## src/rtl/ctr_phase_offset_multi.sv

```systemverilog
// Push-button phase-offset controller: one signed offset per channel, adjusted in
// power-of-two steps, with saturating or wrapping arithmetic and a 3-digit status display.
module ctr_phase_offset_multi #(
  parameter int SIZE_PHASE = 9,
  parameter int NUM_CH     = 4,
  parameter int MAX_SHIFT  = 7,
  parameter int SAT_MODE   = 1,
  parameter int SIZE_SEG   = 7
) (
  input  logic                             i_clk,
  input  logic                             i_rst_n,
  input  logic                             i_en,
  input  logic                             i_btn_ch,
  input  logic                             i_btn_step,
  input  logic                             i_btn_up,
  input  logic                             i_btn_dn,
  input  logic                             i_clr,
  output logic [NUM_CH*(SIZE_PHASE+1)-1:0] o_phase_off,
  output logic [NUM_CH*SIZE_PHASE-1:0]     o_phase_mag,
  output logic [NUM_CH-1:0]                o_update,
  output logic [$clog2(NUM_CH)-1:0]        o_ch_sel,
  output logic [SIZE_SEG-1:0]              o_hex_0,
  output logic [SIZE_SEG-1:0]              o_hex_1,
  output logic [SIZE_SEG-1:0]              o_hex_2
);

  localparam int W  = SIZE_PHASE + 1;
  localparam int CW = $clog2(NUM_CH);
  localparam int KW = 4;

  localparam int B_CH   = 0;
  localparam int B_STEP = 1;
  localparam int B_UP   = 2;
  localparam int B_DN   = 3;

  localparam logic [6:0] SEG_DASH  = 7'h3F;
  localparam logic [6:0] SEG_BLANK = 7'h7F;

  localparam logic [W-1:0] OFF_MAX = {1'b0, {(W-1){1'b1}}};
  localparam logic [W-1:0] OFF_MIN = {1'b1, {(W-1){1'b0}}};

  function automatic logic [6:0] seg7(input logic [3:0] d);
    seg7 = SEG_BLANK;
    case (d)
      4'h0: seg7 = 7'h40;
      4'h1: seg7 = 7'h79;
      4'h2: seg7 = 7'h24;
      4'h3: seg7 = 7'h30;
      4'h4: seg7 = 7'h19;
      4'h5: seg7 = 7'h12;
      4'h6: seg7 = 7'h02;
      4'h7: seg7 = 7'h78;
      4'h8: seg7 = 7'h00;
      4'h9: seg7 = 7'h10;
      4'hA: seg7 = 7'h08;
      4'hB: seg7 = 7'h03;
      4'hC: seg7 = 7'h46;
      4'hD: seg7 = 7'h21;
      4'hE: seg7 = 7'h06;
      4'hF: seg7 = 7'h0E;
    endcase
  endfunction

  // ---------------------------------------------------------------------------
  // Button synchronisers and falling-edge detectors
  // ---------------------------------------------------------------------------
  logic [3:0] btn_raw;
  logic [3:0] s1, s2, s3;
  logic [3:0] armed;
  logic [1:0] prime;
  logic [3:0] evt;
  logic       clr_g;

  assign btn_raw = {i_btn_dn, i_btn_up, i_btn_step, i_btn_ch};

  // A button only arms once a genuine high level has reached s2 after reset, so a
  // button held through reset release cannot masquerade as a fresh press.
  // NOTE: sequential state uses non-blocking (<=) so every flop samples pre-edge values.
  always_ff @(posedge i_clk or negedge i_rst_n) begin
    if (!i_rst_n) begin
      s1    <= '1;
      s2    <= '1;
      s3    <= '1;
      prime <= '0;
      armed <= '0;
    end else begin
      s1    <= btn_raw;
      s2    <= s1;
      s3    <= s2;
      prime <= {prime[0], 1'b1};
      if (prime[1]) armed <= armed | s2;
    end
  end

  assign evt   = s3 & ~s2 & armed & {4{i_en}};
  assign clr_g = i_clr & i_en;

  // ---------------------------------------------------------------------------
  // Offset update datapath for the selected channel
  // ---------------------------------------------------------------------------
  logic [W-1:0]          off_q [NUM_CH];
  logic [SIZE_PHASE-1:0] mag_q [NUM_CH];
  logic [CW-1:0]         ch_q;
  logic [KW-1:0]         k_q;

  logic [W-1:0]          cur;
  logic [W:0]            step;
  logic [W:0]            sum;
  logic                  ovf;
  logic [W-1:0]          adj;
  logic [W-1:0]          nxt;
  logic [SIZE_PHASE-1:0] nxt_mag;
  logic                  changed;

  // NOTE: every signal driven here gets a default first, so no path can infer a latch.
  always_comb begin
    cur     = off_q[ch_q];
    step    = (W+1)'(1) << k_q;
    sum     = '0;
    adj     = cur;
    nxt     = cur;
    nxt_mag = '0;

    // One extra bit of headroom lets the top two bits flag overflow either way.
    if (evt[B_UP]) sum = {cur[W-1], cur} + step;
    else           sum = {cur[W-1], cur} - step;
    ovf = sum[W] ^ sum[W-1];

    if (SAT_MODE != 0 && ovf) adj = sum[W] ? OFF_MIN : OFF_MAX;
    else                      adj = sum[W-1:0];

    if (clr_g)                     nxt = '0;
    else if (evt[B_UP] ^ evt[B_DN]) nxt = adj;

    if (nxt == OFF_MIN)  nxt_mag = '1;
    else if (nxt[W-1])   nxt_mag = SIZE_PHASE'(0) - nxt[SIZE_PHASE-1:0];
    else                 nxt_mag = nxt[SIZE_PHASE-1:0];

    changed = (nxt != cur);
  end

  // ---------------------------------------------------------------------------
  // State, pulses and display registers
  // ---------------------------------------------------------------------------
  // NOTE: the offset/magnitude arrays are plain flops, not RAM, so they take the async reset.
  always_ff @(posedge i_clk or negedge i_rst_n) begin
    if (!i_rst_n) begin
      for (int c = 0; c < NUM_CH; c++) begin
        off_q[c] <= '0;
        mag_q[c] <= '0;
      end
      o_update <= '0;
      ch_q     <= '0;
      k_q      <= '0;
      o_hex_0  <= SIZE_SEG'(seg7(4'h0));
      o_hex_1  <= SIZE_SEG'(seg7(4'h0));
      o_hex_2  <= SIZE_SEG'(SEG_BLANK);
    end else begin
      o_update <= '0;
      if (changed) begin
        off_q[ch_q]    <= nxt;
        mag_q[ch_q]    <= nxt_mag;
        o_update[ch_q] <= 1'b1;
      end

      // Selection and step advance after the update has used the old values.
      if (evt[B_CH])
        ch_q <= (ch_q == CW'(NUM_CH - 1)) ? '0 : ch_q + 1'b1;
      if (evt[B_STEP])
        k_q <= (k_q == KW'(MAX_SHIFT)) ? '0 : k_q + 1'b1;

      o_hex_0 <= SIZE_SEG'(seg7(KW'(ch_q)));
      o_hex_1 <= SIZE_SEG'(seg7(k_q));
      o_hex_2 <= SIZE_SEG'(off_q[ch_q][W-1] ? SEG_DASH : SEG_BLANK);
    end
  end

  assign o_ch_sel = ch_q;

  for (genvar c = 0; c < NUM_CH; c++) begin : g_pack
    assign o_phase_off[c*W +: W]                   = off_q[c];
    assign o_phase_mag[c*SIZE_PHASE +: SIZE_PHASE] = mag_q[c];
  end

endmodule

```

## config.mk

```make
export PLATFORM = sky130hd
export DESIGN_NAME = ctr_phase_offset_multi
export DESIGN_NICKNAME = d
export VERILOG_FILES = /design/src/rtl/ctr_phase_offset_multi.sv
export SDC_FILE = /design/constraint.sdc
export NUM_CORES = 1
export LEC_CHECK = 0
export ABC_AREA = 1
export CAP_MARGIN = 0
export CORE_UTILIZATION = 52
export CTS_BUF_LIST = sky130_fd_sc_hd__clkbuf_8
export DETAILED_ROUTE_END_ITERATION = 7
export PLACE_DENSITY = 0.78
export SYNTH_ARGS = -nofsm -noshare
export SYNTH_HDL_FRONTEND = slang
export SYNTH_SLANG_ARGS = --single-unit
```

## constraint.sdc

```tcl
create_clock -name i_clk -period 9.16 [get_ports i_clk]
set_input_delay 0.916 -clock i_clk [delete_from_list [all_inputs] [get_ports i_clk]]
set_output_delay 0.916 -clock i_clk [all_outputs]
set_load 0.005 [all_outputs]
```

==> summary.md, run 1 <==
| Metric | Value |
|---|---|
| Initial antenna violation count | 0 |
| Die Width | 116 um |
| Fin crit period | 5230 ps |
| RSZ-0062 raised after global routing | false |
| Logic pwr share | 63.4% |
| Worst Setup Path Type | flop to flop |
| Ports | 111 |
| Die ar. | 13400 sq um |
| Hold Buf Count CTS | 0 |
| Fmax | 0.191 GHz |
| PostCTS Resize Cnt | 0 |
| WL/cell | 15.0 um |
| Final GP Congestion | 0.923 |
| DR pass1 iterations | 6 |
| Vias in the first global route | 5526 |
| Most frequent cells in the layout | nand2_1, dfrtp_1, clkdlybuf4s50_1 |
| Synth area leader | dfrtp_1 |
| Final Setup Violations | 0 |
| CTS tree | done |
| Post-synth EDFFs | 0 |
| Routed Antenna Nets | 0 |
| Hold crit path type | flop to flop |
| Clock Tree Buf Depth | 2 |
| Total gr overflow | 0 |
| MaxCap Viol Count | 0 |
| Core Area | 12600 sq um |
| Mapped cell area | 6740 sq um |
| Worst-margin pin slew | 1020 ps |
| Post-synthesis sequential area ratio | 43.7% |
| Async set-reset flop share out of synthesis | 100% |
| # port buffers | 103 |
| Register bit total from synthesis | 117 |
| Initial Utilization | 53.4% |
| Number of inserted diodes | 0 |
| Max Slew Vio Count | 0 |
| Die Y | 116 um |
| Final core occ | 65.0% |
| Switching share of power | 49.0% |
| Worst hold slack | 352 ps |
| Setup tns final | 0 ps |
| Syn Inst Count | 832 |
| Detailed-route via count | 5788 |
| Clock power share | 13.8% |
| Syn avg cell area | 8.10 sq um |
| CTS H-tree depth | 4 |
| Clock Pin Slew Worst Setup and Hold Paths | 80 ps |
| Top-area cell type share of the netlist area | 37.9% |
| Vias per cell | 5.19 |
| Inserted Clock Buffers | 17 |
| Pwr/cell area | 472 nW/um^2 |
| Clock latency on the worst-skew pair | 460 ps |
| DP HPWL | 12100 um |
| M3 GR Usage | 6.28% |
| GRT Max-Usage Layer | met2 |
| Number of setup buffers added after CTS | 0 |
| Worst Path Arrival | 5630 ps |
| Total Wirelength | 16700 um |
| DRC errors left | 0 |
| Sink Count | 117 |
| GRT Util Overall | 26.7% |
| Status | finished clean |
| CP required | 9560 ps |
| Synthesis-to-layout area growth | 21.7% |
| Psw | 1.90 mW |
| Synth cell types | 48 |
| Layout cell share with drive strength beyond 1 | 16.4% |
| Final Hold Viols | 0 |
| Met2 usage | 43.6% |
| CTS root buf | clkbuf_8 |
| Row cnt | 41 |
| Top cells by area, synth | dfrtp_1, nand2_1, dfstp_2 |
| Met1 usage | 34.0% |
| Largest net degree at the start of global routing | 82 |
| Commonest non-fill, non-tap cell in the layout | nand2_1 |
| CP Capture Type | flop |
| Sequential Power Share | 22.8% |
| Final clock skew | 11.4 ps |
| Starting DRT DRC Count | 460 |
| Nets | 963 |
| Startpoint types | flop |
| Peak VDD IR | 0.199 mV |
| Int Pwr | 1.98 mW |
| Static leakage | 4.19 nW |
| First-pass GRT wire length | 27000 um |
| Ys Warns | 0 |
| Max-slew headroom | 32.0% |
| Final critical-path share of the clock period | 57.1% |
| Crit Path Max Fanout | 26 |
| Main flop type after synthesis | dfrtp_1 |
critical path, cell delays in order, from the launching register on:
cell	delay, ps
dfrtp_1	360
buf_4	210
inv_1	600
nand2_1	130
a32oi_1	620
ha_1	350
inv_1	60
nor3_1	290
nand3_1	140
nand2_1	80
nand2_1	50
nand2_1	110
nand3_2	180
nand2_1	120
inv_2	50
nand2_1	70
nand3_1	180
nor2_1	140
nor2_1	60
nand2_1	120
nor2_2	90
nor2_2	770
nand2_1	270
nand2_1	120
flip-flops by register name, indices dropped and copies added (netlist names):
signal,count
s1,4
o_ch_sel,2
s3,4
o_hex_0,5
prime,2
o_phase_off,40
o_phase_mag,36
k_q,4
s2,4
o_update,4
o_hex_1,7
armed,4
o_hex_2,1
synthesized netlist by cell type, types with 2 or more instances:
library cell and instances:
nand2_4 10, o21bai_1 5, o32ai_1 2, inv_2 9
inv_4 2, o22ai_1 4, nand3_2 6, nand2_2 55
nand2_1 311, nand2_8 5, nand4_1 10, a32oi_1 6
buf_4 10, o21ai_0 18, nor2_2 7, nor3_1 2
o31ai_1 4, dfrtp_1 102, ha_1 23, xor2_1 9
clkbuf_1 2, buf_6 4, conb_1 2, inv_1 70
buf_12 4, a21oi_1 25, buf_2 12, nand3_1 40
nor2_1 35, xnor2_1 6, dfstp_2 15
cell type report:
type                            count  area, sq um
Clock buffer                       18          248
Clock inverter                     14          194
Fill cell                        1116         4420
Inverter                           81          309
Multi-Input combinational cell    607         3230
Sequential cell                   117         2950
Tap cell                          172          215
Timing Repair Buffer              107         1060
path summary, 6_finish.rpt:
| path | start | to | slack [ps] | depth (start not counted) |
|---|---|---|---|---|
| min in group asynchronous | i_rst_n | o_phase_off[31]$_DFFE_PN0P_ | 400 | 1 |
| worst max-delay path | o_ch_sel[0]$_DFFE_PN0P_ | o_phase_off[15]$_DFFE_PN0P_ | 3930 | 23 |
| worst min-delay path | prime[0]$_DFF_PN0_ | prime[1]$_DFF_PN0_ | 350 | 0 |
| worst max register to register | o_ch_sel[0]$_DFFE_PN0P_ | o_phase_off[15]$_DFFE_PN0P_ | 3930 | 23 |
| max in group asynchronous | i_rst_n | prime[0]$_DFF_PN0_ | 7380 | 2 |
| worst min register to register | prime[0]$_DFF_PN0_ | prime[1]$_DFF_PN0_ | 350 | 0 |
logic make-up (layout without fill, tap and decap cells):
kind of cell / Yosys count / in the layout / share of synthesized area (%)
AND/OR/NAND/NOR: 489 / 489 / 34.5
AO/OA/AOI/OAI: 71 / 71 / 6.40
other: 2 / 8 / 0.111
adder cells (fa/ha/maj): 24 / 24 / 4.57
flip-flops: 117 / 117 / 43.7
buffers and inverters: 114 / 220 / 8.78
XOR/XNOR: 15 / 15 / 1.95
metrics by stage:
stage	cells	power, mW	setup slack [ps]	cell area [sq um]
2_1_floorplan	838	2.57	5270	6760
3_3_place_gp	1084	3.27	3720	7760
3_5_place_dp	1084	3.32	3630	7760
4_1_cts	1116	3.87	4060	8200
5_1_grt	1116	4.22	3520	8200
6_report	1116	3.88	3930	8200
layer usage:
| metal | vias to the layer above | share of wire [%] |
|---|---|---|
| met5 | - | 0 |
| met4 | 0 | 2.0 |
| met3 | 33 | 6.3 |
| met2 | 192 | 48 |
| met1 | 2768 | 43 |
| li1 | 2795 | - |
power by group through the flow:
stage | clock network, mW | registers (mW) | logic, mW
detailed placement | 0 | 0.887 | 2.44
floorplan | 0 | 0.871 | 1.70
finish | 0.535 | 0.882 | 2.46
global placement | 0 | 0.887 | 2.38
global route | 0.563 | 0.903 | 2.75
CTS | 0.541 | 0.881 | 2.45
No activity file was read; power rests on OpenSTA's default activity.
==> run 2, diff against run 1 <==
--- a/config.mk
+++ b/config.mk
@@ -7,10 +7,10 @@
 export LEC_CHECK = 0
 export ABC_AREA = 1
 export CAP_MARGIN = 0
-export CORE_UTILIZATION = 52
+export CORE_UTILIZATION = 50
 export CTS_BUF_LIST = sky130_fd_sc_hd__clkbuf_8
 export DETAILED_ROUTE_END_ITERATION = 7
-export PLACE_DENSITY = 0.78
+export PLACE_DENSITY = 0.79
 export SYNTH_ARGS = -nofsm -noshare
 export SYNTH_HDL_FRONTEND = slang
 export SYNTH_SLANG_ARGS = --single-unit
==> constraint.sdc (replaced) <==
create_clock -name i_clk -period 4.77 [get_ports i_clk]
set_input_delay 0.477 -clock i_clk [delete_from_list [all_inputs] [get_ports i_clk]]
set_output_delay 0.477 -clock i_clk [all_outputs]
set_load 0.005 [all_outputs]
==> run 2 against run 1 <==
- sequential share of layout area is 0.49 points lower
- critical endpoint is now o_phase_mag[23]$_DFFE_PN0P_
- flip-flop and latch count unchanged
- largest power group unchanged
- clock power grew 52%
- clock skew down 0.60 ps
- power up 91%
- sequential power up 90%
- largest cell class unchanged
- via count rose by 1.6%
- register-to-register slack lost 3500 ps
- routed wire length fell by 1.5%
- die area rose by 3.9%
- final area is 1.4% higher
- cell count up 2.2%
==> summary.md, run 2 (synthesis gave the netlist of run 1 again) <==
| Metric | Value |
|---|---|
| DR pass1 iterations | 5 |
| CTS H-tree depth | 4 |
| Total Wirelength | 16500 um |
| Final clock skew | 10.8 ps |
| CP required | 5150 ps |
| PostCTS Resize Cnt | 0 |
| Critical path's slowest cell | dfrtp_1 |
| Reg2Reg Depth | 28 |
| Number of inserted diodes | 0 |
| DRC errors left | 0 |
| Ports | 111 |
| Clock latency on the worst-skew pair | 450 ps |
| RSZ-0062 raised after global routing | false |
| Most frequent cells in the layout | nand2_1, dfrtp_1, clkdlybuf4s50_1 |
| GRT Util Overall | 24.8% |
| CTS tree | done |
| WL/cell | 14.4 um |
| Sequential cell area | 2950 sq um |
| Tot Pwr | 7.38 mW |
| Inserted Clock Buffers | 17 |
| Vias in the first global route | 5479 |
| Nets | 984 |
| CP Capture Type | flop |
| Core Area | 13200 sq um |
| Worst Path Arrival | 4700 ps |
| CP top delay family | simple AND/OR/NAND/NOR gates |
| Worst Setup Path Type | flop to flop |
| MaxCap Viol Count | 0 |
| Static leakage | 4.28 nW |
| Starting DRT DRC Count | 468 |
| Area of the multi-input gates | 3250 sq um |
| Fillcell total | 1098 |
| Detailed-route via count | 5880 |
| Commonest non-fill, non-tap cell in the layout | nand2_1 |
| Crit Path Max Fanout | 8 |
| Row cnt | 42 |
| Total gr overflow | 0 |
| Number of setup buffers added after CTS | 0 |
| CP max stage delay | 420 ps |
| Pwr/cell area | 888 nW/um^2 |
| Vias per cell | 5.15 |
| CTS root buf | clkbuf_8 |
| Initial antenna violation count | 0 |
| Clock Tree Buf Depth | 2 |
| Status | finished clean |
| Final Setup Violations | 0 |
| Fin crit period | 4310 ps |
| Final Hold Viols | 0 |
| Largest net degree at the start of global routing | 84 |
| Initial Utilization | 51.1% |
| Startpoint types | flop |
| Synthesis-to-layout area growth | 23.3% |
| Max-slew headroom | 30.8% |
| Sink Count | 117 |
| Die ar. | 14000 sq um |
| Worst-margin pin slew | 1040 ps |
| DP HPWL | 11900 um |
| Setup tns final | 0 ps |
| # port buffers | 103 |
| Fmax | 0.232 GHz |
| R2R setup slack | 460 ps |
| Final critical-path share of the clock period | 90.4% |
| Peak VDD IR | 0.438 mV |
| Dpl cell area | 7930 sq um |
| Clock Pin Slew Worst Setup and Hold Paths | 70 ps |
| Critical Path Source | k_q[0]$_DFFE_PN0P_ |
| Final GP Congestion | 0.911 |
| Die Y | 118 um |
| Max Slew Vio Count | 0 |
| Bufs and invs on worst path | 4 |
| Die Width | 118 um |
| Hold Buf Count CTS | 0 |
| Post-route design area | 8320 sq um |
| Routed Antenna Nets | 0 |
| FF-to-FF End | o_phase_mag[23]$_DFFE_PN0P_ |
| First-pass GRT wire length | 26900 um |
| Max FFs per register | 40 |
| Hold crit path type | input pin to asynchronous set/reset pin |
| Layout cell share with drive strength beyond 1 | 17.8% |
| Reg-to-Reg Start | k_q[0]$_DFFE_PN0P_ |
[run 2: final cells by class]
cell class,instances,share of cell area (%)
clock inverters,12,0.933
inverters,81,3.72
repair buffers,128,14.8
flip-flops and latches,117,35.4
multi-input cells,607,39.1
well taps,176,2.65
clock buffers,20,3.31
[run 2: report_power, final]
group	switching [mW]	internal, mW
combinational	2.93	1.96
sequential	0.289	1.39
clock	0.377	0.435
total	3.60	3.79
[run 2: how the worst max path moves through the flow]
stage                             endpoint  cells past startpoint
2_1_floorplan  o_phase_mag[14]$_DFFE_PN0P_                     31
3_3_place_gp   o_phase_mag[14]$_DFFE_PN0P_                     25
3_5_place_dp   o_phase_mag[14]$_DFFE_PN0P_                     25
4_1_cts        o_phase_mag[14]$_DFFE_PN0P_                     30
5_1_grt        o_phase_mag[23]$_DFFE_PN0P_                     31
6_report       o_phase_mag[23]$_DFFE_PN0P_                     28
[run 2: metal layers]
layer	wire [um]	GRT usage [%]	part of all wire [%]
met5	0	0	0
met4	298	9.46	1.8
met3	1030	5.67	6.2
met2	7940	40.8	48
met1	7210	31.6	44
[run 2: through the flow]
stage                     hold slack, ps  cells  utilization (%)  worst slack, ps
final                                184   1141             63.0              457
after floorplan                      181    838                -              960
after global routing                 290   1141             63.0             26.7
after CTS                            225   1141             62.8              266
after detailed placement             339   1109             60.1              277
after global placement               331   1109             60.1              344
